$ cat src/rtl/seq_divider_pkg.sv
// Shared definitions for the sequential divider: FSM state codes and counter sizing.
package seq_divider_pkg;

  localparam logic [1:0] ST_IDLE = 2'd0;
  localparam logic [1:0] ST_RUN  = 2'd1;
  localparam logic [1:0] ST_DONE = 2'd2;

  // Width of a counter that must hold 0..bits-1; never narrower than one bit.
  function automatic int unsigned cnt_width(input int unsigned bits);
    return (bits > 2) ? $clog2(bits) : 1;
  endfunction

endpackage

$ cat src/rtl/seq_divider_if.sv
// Operand/result handshake bundle between the control FSM (master) and seq_divider (slave).
interface seq_divider_if #(
  parameter int unsigned BITS = 8
);
  logic            start;
  logic [BITS-1:0] dividend;
  logic [BITS-1:0] divisor;
  logic            busy;
  logic            done;
  logic [BITS-1:0] quotient;
  logic [BITS-1:0] remainder;
  logic            div_err;

  modport master (
    output start, dividend, divisor,
    input  busy, done, quotient, remainder, div_err
  );

  modport slave (
    input  start, dividend, divisor,
    output busy, done, quotient, remainder, div_err
  );
endinterface

$ cat src/rtl/seq_divider_div_step.sv
// One restoring-division iteration: shift in the next dividend bit, compare, conditionally subtract.
module div_step #(
  parameter int unsigned BITS = 8
) (
  input  logic [BITS-1:0] rem_i,
  input  logic            bit_i,
  input  logic [BITS-1:0] divisor_i,
  output logic [BITS-1:0] rem_o,
  output logic            q_o
);
  logic [BITS:0] p;

  always_comb begin
    p     = {rem_i, bit_i};
    q_o   = !(p < {1'b0, divisor_i});
    // p < 2*divisor, so the true difference fits in BITS and modulo subtraction is exact.
    rem_o = q_o ? (p[BITS-1:0] - divisor_i) : p[BITS-1:0];
  end
endmodule

$ cat src/rtl/seq_divider.sv
// Iterative unsigned restoring divider, one quotient bit per clock, start/busy/done handshake.
// Optional DIV_ZERO_DETECT_EN: zero divisor short-circuits to DONE and raises div_err.
module seq_divider
  import seq_divider_pkg::*;
#(
  parameter int unsigned BITS = 8
) (
  input logic         clk,
  input logic         rst,
  seq_divider_if.slave bus
);
  localparam int unsigned CW = cnt_width(BITS);

  logic [1:0]      state_q, state_d;
  logic [CW-1:0]   cnt_q, cnt_d;
  logic [BITS-1:0] dvd_q, dvd_d;
  logic [BITS-1:0] dsr_q, dsr_d;
  logic [BITS-1:0] rem_q, rem_d;
  logic [BITS-1:0] quo_q, quo_d;
  logic [BITS-1:0] res_rem_q, res_rem_d;
`ifdef DIV_ZERO_DETECT_EN
  logic            err_q, err_d;
`endif

  logic [BITS-1:0] step_rem;
  logic            step_q;
  logic            accept;

  div_step #(.BITS(BITS)) u_step (
    .rem_i     (rem_q),
    .bit_i     (dvd_q[BITS-1]),
    .divisor_i (dsr_q),
    .rem_o     (step_rem),
    .q_o       (step_q)
  );

  assign accept = bus.start && (state_q != ST_RUN);

  always_comb begin
    state_d   = state_q;
    cnt_d     = cnt_q;
    dvd_d     = dvd_q;
    dsr_d     = dsr_q;
    rem_d     = rem_q;
    quo_d     = quo_q;
    res_rem_d = res_rem_q;
`ifdef DIV_ZERO_DETECT_EN
    err_d     = err_q;
`endif
    case (state_q)
      ST_RUN: begin
        // Quotient bits shift into the vacated low end of the dividend register.
        rem_d = step_rem;
        dvd_d = {dvd_q[BITS-2:0], step_q};
        cnt_d = cnt_q + CW'(1);
        if (cnt_q == CW'(BITS - 1)) begin
          state_d   = ST_DONE;
          quo_d     = {dvd_q[BITS-2:0], step_q};
          res_rem_d = step_rem;
        end
      end
      ST_IDLE, ST_DONE: begin
        state_d = ST_IDLE;
        if (accept) begin
          state_d = ST_RUN;
          dvd_d   = bus.dividend;
          dsr_d   = bus.divisor;
          rem_d   = '0;
          cnt_d   = '0;
`ifdef DIV_ZERO_DETECT_EN
          err_d   = 1'b0;
          if (bus.divisor == '0) begin
            state_d   = ST_DONE;
            quo_d     = '1;
            res_rem_d = bus.dividend;
            err_d     = 1'b1;
          end
`endif
        end
      end
      default: state_d = ST_IDLE;
    endcase
  end

  always_ff @(posedge clk or posedge rst) begin
    if (rst) begin
      state_q   <= ST_IDLE;
      cnt_q     <= '0;
      dvd_q     <= '0;
      dsr_q     <= '0;
      rem_q     <= '0;
      quo_q     <= '0;
      res_rem_q <= '0;
    end else begin
      state_q   <= state_d;
      cnt_q     <= cnt_d;
      dvd_q     <= dvd_d;
      dsr_q     <= dsr_d;
      rem_q     <= rem_d;
      quo_q     <= quo_d;
      res_rem_q <= res_rem_d;
    end
  end

`ifdef DIV_ZERO_DETECT_EN
  always_ff @(posedge clk or posedge rst) begin
    if (rst) err_q <= 1'b0;
    else     err_q <= err_d;
  end
  assign bus.div_err = err_q;
`else
  assign bus.div_err = 1'b0;
`endif

  assign bus.busy      = (state_q == ST_RUN);
  assign bus.done      = (state_q == ST_DONE);
  assign bus.quotient  = quo_q;
  assign bus.remainder = res_rem_q;
endmodule

$ cat src/flat_wrapper.sv
// flat-port wrapper written by rule: the top's interface ports become plain ports
module seq_divider_flat import seq_divider_pkg::*;
#(
  parameter int unsigned BITS = 8
)
  (clk, rst, bus_start, bus_dividend, bus_divisor, bus_busy, bus_done, bus_quotient, bus_remainder, bus_div_err);
  seq_divider_if #(.BITS(BITS)) bus_i ();
  input logic clk;
  input logic rst;
  input wire logic [$bits(bus_i.start)-1:0] bus_start;
  input wire logic [$bits(bus_i.dividend)-1:0] bus_dividend;
  input wire logic [$bits(bus_i.divisor)-1:0] bus_divisor;
  output wire logic [$bits(bus_i.busy)-1:0] bus_busy;
  output wire logic [$bits(bus_i.done)-1:0] bus_done;
  output wire logic [$bits(bus_i.quotient)-1:0] bus_quotient;
  output wire logic [$bits(bus_i.remainder)-1:0] bus_remainder;
  output wire logic [$bits(bus_i.div_err)-1:0] bus_div_err;
  assign bus_i.start = bus_start;
  assign bus_i.dividend = bus_dividend;
  assign bus_i.divisor = bus_divisor;
  assign bus_busy = bus_i.busy;
  assign bus_done = bus_i.done;
  assign bus_quotient = bus_i.quotient;
  assign bus_remainder = bus_i.remainder;
  assign bus_div_err = bus_i.div_err;
  seq_divider #(.BITS(BITS)) u_core (.clk(clk), .rst(rst), .bus(bus_i));
endmodule
$ cat config.mk
export PLATFORM = sky130hd
export DESIGN_NAME = seq_divider_flat
export DESIGN_NICKNAME = d
export VERILOG_FILES = /design/src/rtl/seq_divider_pkg.sv /design/src/rtl/seq_divider_if.sv /design/src/rtl/seq_divider_div_step.sv /design/src/rtl/seq_divider.sv /design/src/flat_wrapper.sv
export SDC_FILE = /design/constraint.sdc
export NUM_CORES = 1
export LEC_CHECK = 0
export ABC_AREA = 1
export BUFFER_PORTS_ARGS = -buffer_cell sky130_fd_sc_hd__buf_2
export CAP_MARGIN = 25
export CORE_MARGIN = 4
export CORE_UTILIZATION = 56
export CTS_BUF_LIST = sky130_fd_sc_hd__clkbuf_16
export CTS_CLUSTER_DIAMETER = 40
export CTS_CLUSTER_SIZE = 10
export DETAILED_ROUTE_END_ITERATION = 10
export PLACE_DENSITY = 0.79
export SLEW_MARGIN = 20
export SYNTH_ARGS = -nofsm -noshare
export SYNTH_HDL_FRONTEND = slang
export SYNTH_SLANG_ARGS = --single-unit
$ cat constraint.sdc
create_clock -name clk -period 2.34 [get_ports clk]
set_input_delay 0.468 -clock clk [delete_from_list [all_inputs] [get_ports clk]]
set_output_delay 0.468 -clock clk [all_outputs]
set_load 0.005 [all_outputs]
# Word-level counts from Yosys, hierarchy flattened
# Index checks and enable logic that the tools add are counted.
word_totals:
  regBits: 45
  inputBits: 19
  output_inout_bits: 19
op_classes:
  add_sub_neg: 2
  magnitude_cmp: 1
  eq_ne: 6
  mux: 10
  reduce_logical: 8
op_table:
  columns: ["op", "n"]
  rows:
  - ["one-hot mux 8 bit (2 select lines)", 2]
  - ["two-way mux 8 bit", 3]
  - ["less-than comparator 9 x 8 -> 1 bit", 1]
  - ["subtractor 8 bit", 1]
  - ["inequality test 2 x 1 -> 1 bit, second input constant", 3]
  - ["one-hot mux 3 bit (2 select lines)", 1]
  - ["AND reduction 2 bit", 3]
  - ["one-hot mux 2 bit (2 select lines)", 1]
  - ["adder 3 x 1 -> 3 bit, second input constant", 1]
  - ["== test 3 bit, second input constant", 1]
  - ["two-way mux 3 bit", 1]
  - ["== test 2 x 1 -> 1 bit, second input constant", 1]
  - ["== test 2 bit, second input constant", 1]
  - ["zero test 2 bit", 1]
  - ["two-way mux 2 bit", 1]
  - ["nonzero test 2 bit", 1]
  - ["OR reduction 2 bit", 1]
  - ["logical AND 1 bit", 1]
  - ["zero test 1 bit", 1]
  - ["two-way mux 1 bit", 1]

# Logic depth before layout (Yosys ltp)
# Gate-level depths: netlist (run 1).
depth:
  ltp_word: 4
  ltp_mapped: 13
  ltp_nobuf: 13

# By module
# A second synthesis (run 1) with hierarchy kept.
unflattened:
  hier_cells: 331
  area_unflattened_um2: 2576.2
modules_own_cells:
  columns: ["mod", "instances", "cells_each", "area_per_inst_um2", "seq_area_each_um2"]
  rows:
  - ["seq_divider", 1, 227, 1965.6, 1126.1]
  - ["div_step", 1, 104, 610.6, 0.0]

# Worst setup path after synthesis (run 1)
# No wires, ideal clock.
synth_path:
  path_type: "register -> register"
  start: "register u_core.rem_q[3]"
  end: "register u_core.rem_q[5]"
  t_arrival_ps: 1554
  t_required_ps: 2224
  setup_slack_ps: 670
  stages_incl_launch_ff: 13
  synth_period_minus_slack_ps: 1670
  cell_sequence: "dfrtp_1 > ha_1 > nand2_2 > inv_1 > nand2_1 > nand2_1 > nand2_1 > nand3_2 > buf_6 > nand3_2 > nand2_2 > nand2_1 > nand2_1"
synth_via:
  elab_chain_len: 3
  elab_cells_between_ends: 4
  classes_between: "1 x add/sub; 1 x order compare; 2 x mux"
synth_rtl:
  columns: ["item", "line", "text"]
  rows:
  - ["from (decl)", "seq_divider.sv:18", "logic [BITS-1:0] rem_q, rem_d;"]
  - ["from (signal assigned)", "seq_divider.sv:99", "rem_q <= rem_d;"]
  - ["subtractor 8 bit or less-than comparator 9 x 8 -> 1 bit (tied branches)", "seq_divider_div_step.sv:17, seq_divider_div_step.sv:15", null]
  - ["two-way mux 8 bit *", "seq_divider_div_step.sv:17", "rem_o = q_o ? (p[BITS-1:0] - divisor_i) : p[BITS-1:0];"]
  - ["one-hot mux 8 bit (2 select lines) *", "seq_divider.sv:50", "case (state_q)"]
# Mark *: on every way between the ends. The rest lies on a longest branch, timed or not.
# A chain may end at the register's enable or synchronous reset.

# Final worst setup path (run 1)
layout_path:
  start: "register u_core.rem_q[3]"
  end: "register u_core.rem_q[3]"
layout_via:
  elab_chain_len: 3
layout_rtl:
  columns: ["item", "line", "text"]
  rows:
  - ["less-than comparator 9 x 8 -> 1 bit", "seq_divider_div_step.sv:15", "q_o = !(p < {1'b0, divisor_i});"]
  - ["two-way mux 8 bit", "seq_divider_div_step.sv:17", null]
  - ["one-hot mux 8 bit (2 select lines)", "seq_divider.sv:50", null]
# Every way passes these cells.

==> results of run 1 <==
==> per-stage QoR <==
stage                     instance area, um^2  setup slack [ns]
after floorplan                          2360             0.670
after global placement                   2590             0.454
after detailed placement                 2590             0.334
after CTS                                2730             0.312
after global routing                     2730             0.180
final                                    2730             0.311
==> area by class of cell <==
cell class / count / area, um^2
Fill cell: 327 / 1300
Sequential cell: 45 / 1130
Multi-Input combinational cell: 190 / 1030
Timing Repair Buffer: 42 / 225
Inverter: 37 / 139
Clock buffer: 5 / 125
Tap cell: 50 / 62.6
Clock inverter: 3 / 18.8
==> cell families (layout without fill, tap and decap cells) <==
logic type      after synthesis  in the layout
other cells                   1              1
fa+ha+maj                    11             11
flops                        45             45
mux                           1              1
buf+inv                      48             87
simple gates                132            132
compound gates               42             42
xor+xnor                      3              3
==> layer usage <==
metal | track usage [%] | part of all wire (%) | wire (um) | vias up
li1 | - | - | - | 979
met1 | 25.9 | 45 | 2190 | 870
met2 | 31.5 | 48 | 2310 | 50
met3 | 3.86 | 4.9 | 238 | 9
met4 | 7.99 | 1.7 | 80 | 0
met5 | 0 | 0 | 0 | -
==> Yosys cell counts, types with 2 or more instances <==
cell type and instances:
o21ai_2 2, nand3b_1 3, nand3_1 9, inv_1 37, a22o_1 2, nand2_2 4
o21ai_0 17, a21oi_1 11, clkbuf_1 3, o211ai_1 7, nor2_1 13, ha_1 10
buf_2 4, xnor2_1 2, dfrtp_1 45, nand2_1 87, buf_4 3, nor2_2 2
nand3_2 5, nand4_1 6
==> flip-flops by register name (all words and copies together) (netlist names) <==
register,flops
u_core.bus.quotient,8
u_core.bus.remainder,8
u_core.dsr_q,8
u_core.dvd_q,8
u_core.rem_q,8
u_core.cnt_q,3
u_core.state_q,2
==> how the worst max path moves through the flow <==
stage / from / to / slack, ns / cells after the start
floorplan: u_core.rem_q[3] / u_core.rem_q[5] / 0.67 / 12
global placement: u_core.rem_q[3] / u_core.bus.remainder[4] / 0.45 / 11
detailed placement: u_core.rem_q[3] / u_core.bus.remainder[4] / 0.33 / 11
CTS: u_core.rem_q[3] / u_core.rem_q[3] / 0.31 / 11
global route: u_core.rem_q[3] / u_core.rem_q[3] / 0.18 / 11
finish: u_core.rem_q[3] / u_core.rem_q[3] / 0.31 / 11
==> power by group <==
part	total (mW)	internal, mW	leakage, nW	switching [mW]
registers	1.34	1.15	0.548	0.181
logic	2.31	0.889	0.893	1.42
clock network	0.685	0.391	0.0672	0.293
==> flow_summary.json, run 1 <==
{
  "grt_setup_unrepaired": "no",
  "final_layout_size_suffix_gt1_share_pct": 20.5,
  "synthSimpleGateAreaFrac_pct": 25.0,
  "synth-edff-count": 0,
  "cts_hold_buf": 0,
  "synth_area_um2": 2360,
  "syn_area_per_cell_um2": 8.35,
  "cts_max_level": 2,
  "slew_headroom_pct": 56.2,
  "critPathMostFrequentCell": "nand2_1",
  "antenna_found_initial": 0,
  "grt_max_degree": 24,
  "grt_pass1_vias": 1765,
  "globalplace.congestion": 0.939,
  "fin_util_pct": 67.8,
  "synth_compound_area_share_pct": 10.8,
  "grt_pass1_wl_um": 7930,
  "yosysUniqueCellTypes": 31,
  "r2r_end": "u_core.rem_q[3]",
  "skew_ns": 0.00334,
  "post-route-period-util_pct": 86.7,
  "firstDrtPassIters": 4,
  "coreArea_um2": 4030,
  "synth_top_area_cell": "dfrtp_1",
  "insertedDiodeCount": 0,
  "yosys-top-cells-area": "dfrtp_1 (48%), nand2_1 (14%), inv_1 (5.9%), ha_1 (5.3%), o21ai_0 (3.6%)",
  "fin_nets": 351,
  "start_util_pct": 58.7,
  "dieArea_um2": 5320,
  "dpl.cell_count": 364,
  "leakage_nw": 1.51,
  "setup_tns_ns": 0,
  "drt-total-wl_um": 4820,
  "die_w_um": 73.0,
  "synth_top_area_share_pct": 47.6,
  "async_reset_ff_share_pct": 100,
  "final_common_cell": "nand2_1",
  "worstSetupStartpointType": "register",
  "drv_slew": 0,
  "critical_path_required_ns": 2.51,
  "clkTransAtPathRegs_ns": 0.06,
  "fin_crit_ns": 2.03,
  "rows": 23,
  "ir_drop_mv": 0.821,
  "area_delta_synth_final_pct": 15.5,
  "initialDrtViolationCount": 120,
  "synth.ff_latch_count": 45,
  "remaining_drc_errors": 0,
  "crit_fanout": 12,
  "synthCells": 283,
  "setup_viol": 0,
  "cp_top_family": "simple AND/OR/NAND/NOR gates",
  "end_kind": "register",
  "crit_arrival_ns": 2.20,
  "final_hold_viol_count": 0,
  "worst_pin_slew_ns": 0.654,
  "mostFrequentLayoutCells": "nand2_1 (87), dfrtp_1 (45), inv_1 (37)",
  "synth-xor-area-share_pct": 1.11,
  "path_cells": "ha_1, nand2_1, nand2_1, inv_1, nand2_1, nand2_1, nand3_2, nand2_1, o21ai_2, nand2_1, nand2_1",
  "cp_slowest_cell": "dfrtp_1",
  "yosysWarningCount": 0,
  "via_per_inst": 5.13,
  "postCtsSetupBuffers": 0,
  "ff2ff_path_depth": 11,
  "worstHoldPathType": "in -> async",
  "ys_seq_area_share_pct": 47.6,
  "synth_mux_area_share_pct": 0.476,
  "rr_startpoint": "u_core.rem_q[3]",
  "power.density_nw_per_um2": 1580,
  "dp_hpwl_um": 3570,
  "synth_top_family_by_area": "simple AND/OR/NAND/NOR gates",
  "holdWs_ns": 0.182,
  "groute.usage.overall_pct": 19.5,
  "reg2reg_slack_ns": 0.31,
  "cts.repair.resized": 0,
  "path_class": "reg -> reg",
  "post_drt_wl_per_cell_um": 12.9,
  "ant_nets": 0,
  "synth_ff_type": "dfrtp_1",
  "power.total_mw": 4.33,
  "synth_nets": 313,
  "critPathBufInv": 1,
  "ios": 38,
  "vias": 1908,
  "insertion_delay_ns": 0.28,
  "cts_sinks": 45,
  "fmax_mhz": 493,
  "grt_overflow_total": 0,
  "cts_tree": "done",
  "synthAdderAreaFrac_pct": 6.14,
  "status": "finished clean",
  "instances_no_fill": 372,
  "maxCapViolations": 0,
  "critical_path.max_stage_delay_ns": 0.41,
  "numCtsBuffers": 5,
  "clockBufferDepth": 2,
  "io_buffer_count": 36,
  "fp.dieH_um": 73.0,
  "cts_root_buf": "clkbuf_16"
}
No activity file was read; power rests on OpenSTA's default activity.
==> inputs of run 2 (changes only) <==
--- a/config.mk
+++ b/config.mk
@@ -14,7 +14,8 @@
 export CTS_CLUSTER_DIAMETER = 40
 export CTS_CLUSTER_SIZE = 10
 export DETAILED_ROUTE_END_ITERATION = 10
-export PLACE_DENSITY = 0.79
+export MAX_ROUTING_LAYER = met4
+export PLACE_DENSITY_LB_ADDON = 0.08
 export SLEW_MARGIN = 20
 export SYNTH_ARGS = -nofsm -noshare
 export SYNTH_HDL_FRONTEND = slang
==> flow_summary.json, run 2 (synthesis results as in run 1) <==
{
  "mostFrequentLayoutCells": "nand2_1 (87), dfrtp_1 (45), inv_1 (37)",
  "stdcell_area_um2": 2720,
  "instances_no_fill": 371,
  "worstSetupStartpointType": "register",
  "coreArea_um2": 4030,
  "vias": 1894,
  "final_hold_viol_count": 0,
  "cts.repair.resized": 0,
  "regArea_um2": 1130,
  "rows": 23,
  "ios": 38,
  "io_buffer_count": 36,
  "fmax_mhz": 500,
  "dp_slack_ns": 0.361,
  "setup_ws_ns": 0.341,
  "grt_setup_unrepaired": "no",
  "final_layout_size_suffix_gt1_share_pct": 20.2,
  "grt_overflow_total": 0,
  "use_met1_pct": 25.4,
  "setup_viol": 0,
  "critical_path_required_ns": 2.52,
  "busiest_layer": "met2",
  "cts_max_level": 2,
  "multiInputGateArea_um2": 1030,
  "via_per_inst": 5.11,
  "clockBufferDepth": 2,
  "die_w_um": 73.0,
  "skew_ns": 0.00444,
  "holdWs_ns": 0.315,
  "cts_root_buf": "clkbuf_16",
  "clkTransAtPathRegs_ns": 0.06,
  "cts_tree": "done",
  "post_drt_wl_per_cell_um": 13.2,
  "n_fill_cell": 336,
  "cts_sinks": 45,
  "dpl.cell_count": 363,
  "numCtsBuffers": 5,
  "worstHoldPathType": "in -> async",
  "grt_max_degree": 46,
  "firstDrtPassIters": 4,
  "post-route-period-util_pct": 85.4,
  "ant_nets": 0,
  "fin_nets": 350,
  "ir_drop_mv": 0.784,
  "area_delta_synth_final_pct": 15.2,
  "maxCapViolations": 0,
  "leakage_nw": 1.50,
  "initialDrtViolationCount": 91,
  "postCtsSetupBuffers": 0,
  "drv_slew": 0,
  "dieArea_um2": 5320,
  "fp.dieH_um": 73.0,
  "antenna_found_initial": 0,
  "slew_headroom_pct": 63.1,
  "status": "finished clean",
  "dp_hpwl_um": 3600,
  "setup_tns_ns": 0,
  "grt_pass1_wl_um": 8270,
  "grt_pass1_vias": 1848,
  "path_class": "reg -> reg",
  "power.density_nw_per_um2": 1580,
  "start_util_pct": 58.7,
  "dpl_cell_area_um2": 2580,
  "drt-total-wl_um": 4880,
  "fin_crit_ns": 2.00,
  "globalplace.congestion": 0.923,
  "end_kind": "register",
  "cts_hold_buf": 0,
  "insertedDiodeCount": 0,
  "groute.usage.overall_pct": 21.1,
  "grtUsageMet3_pct": 4.96,
  "insertion_delay_ns": 0.28,
  "crit_fanout": 12,
  "remaining_drc_errors": 0,
  "worst_pin_slew_ns": 0.554,
  "final_common_cell": "nand2_1",
  "crit_arrival_ns": 2.18,
  "met2_usage_pct": 35.4
}
-- run 2: cell types whose count changed in the layout (fill, tap and decap cells not counted), sizes merged --
cell	change
buf	-1
-- run 2: metal layers --
metal	part of all wire, %	vias up	routed length (um)
met4	1.3	0	65
met1	45	893	2220
met5	0	-	0
met3	3.1	5	149
met2	50	25	2450
li1	-	971	-
-- run 2: final cells by class --
cell class | instances | share of cell area (%)
Clock buffer | 5 | 4.60
Clock inverter | 3 | 0.689
Sequential cell | 45 | 41.4
Tap cell | 50 | 2.30
Timing Repair Buffer | 41 | 8.00
Multi-Input combinational cell | 190 | 38.0
Inverter | 37 | 5.10
-- run 2: worst max-delay path, stage by stage, from the launching register on --
cell	delay, ns
dfrtp_1	0.41
ha_1	0.37
nand2_1	0.09
nand2_1	0.08
inv_1	0.06
nand2_1	0.05
nand2_1	0.18
nand3_2	0.29
nand2_1	0.18
o21ai_2	0.07
nand2_1	0.06
nand2_1	0.05
-- run 2: worst paths after layout --
| path | startpoint | end | slack, ns | cells after the start |
|---|---|---|---|---|
| max in group asynchronous | rst | u_core.dsr_q[7] | 1.65 | 3 |
| min reg2reg | u_core.bus.remainder[4] | u_core.bus.remainder[4] | 0.48 | 2 |
| min | rst | u_core.bus.remainder[2] | 0.31 | 3 |
| max | u_core.rem_q[3] | u_core.bus.remainder[4] | 0.34 | 11 |
| min in group clk | bus_dividend[6] | u_core.dvd_q[6] | 0.42 | 3 |
| max reg2reg | u_core.rem_q[3] | u_core.bus.remainder[4] | 0.34 | 11 |
-- run 2: stage by stage --
stage	power (mW)	utilization, %
2_1_floorplan	3.11	-
3_3_place_gp	3.56	64.0
3_5_place_dp	3.64	64.0
4_1_cts	4.35	67.6
5_1_grt	4.74	67.6
6_report	4.31	67.6
-- run 2: where the power goes --
part / leakage [nW] / internal (mW) / switching [mW]
Sequential: 0.548 / 1.15 / 0.181
Clock: 0.0672 / 0.391 / 0.285
Combinational: 0.888 / 0.891 / 1.41
Total: 1.50 / 2.44 / 1.87
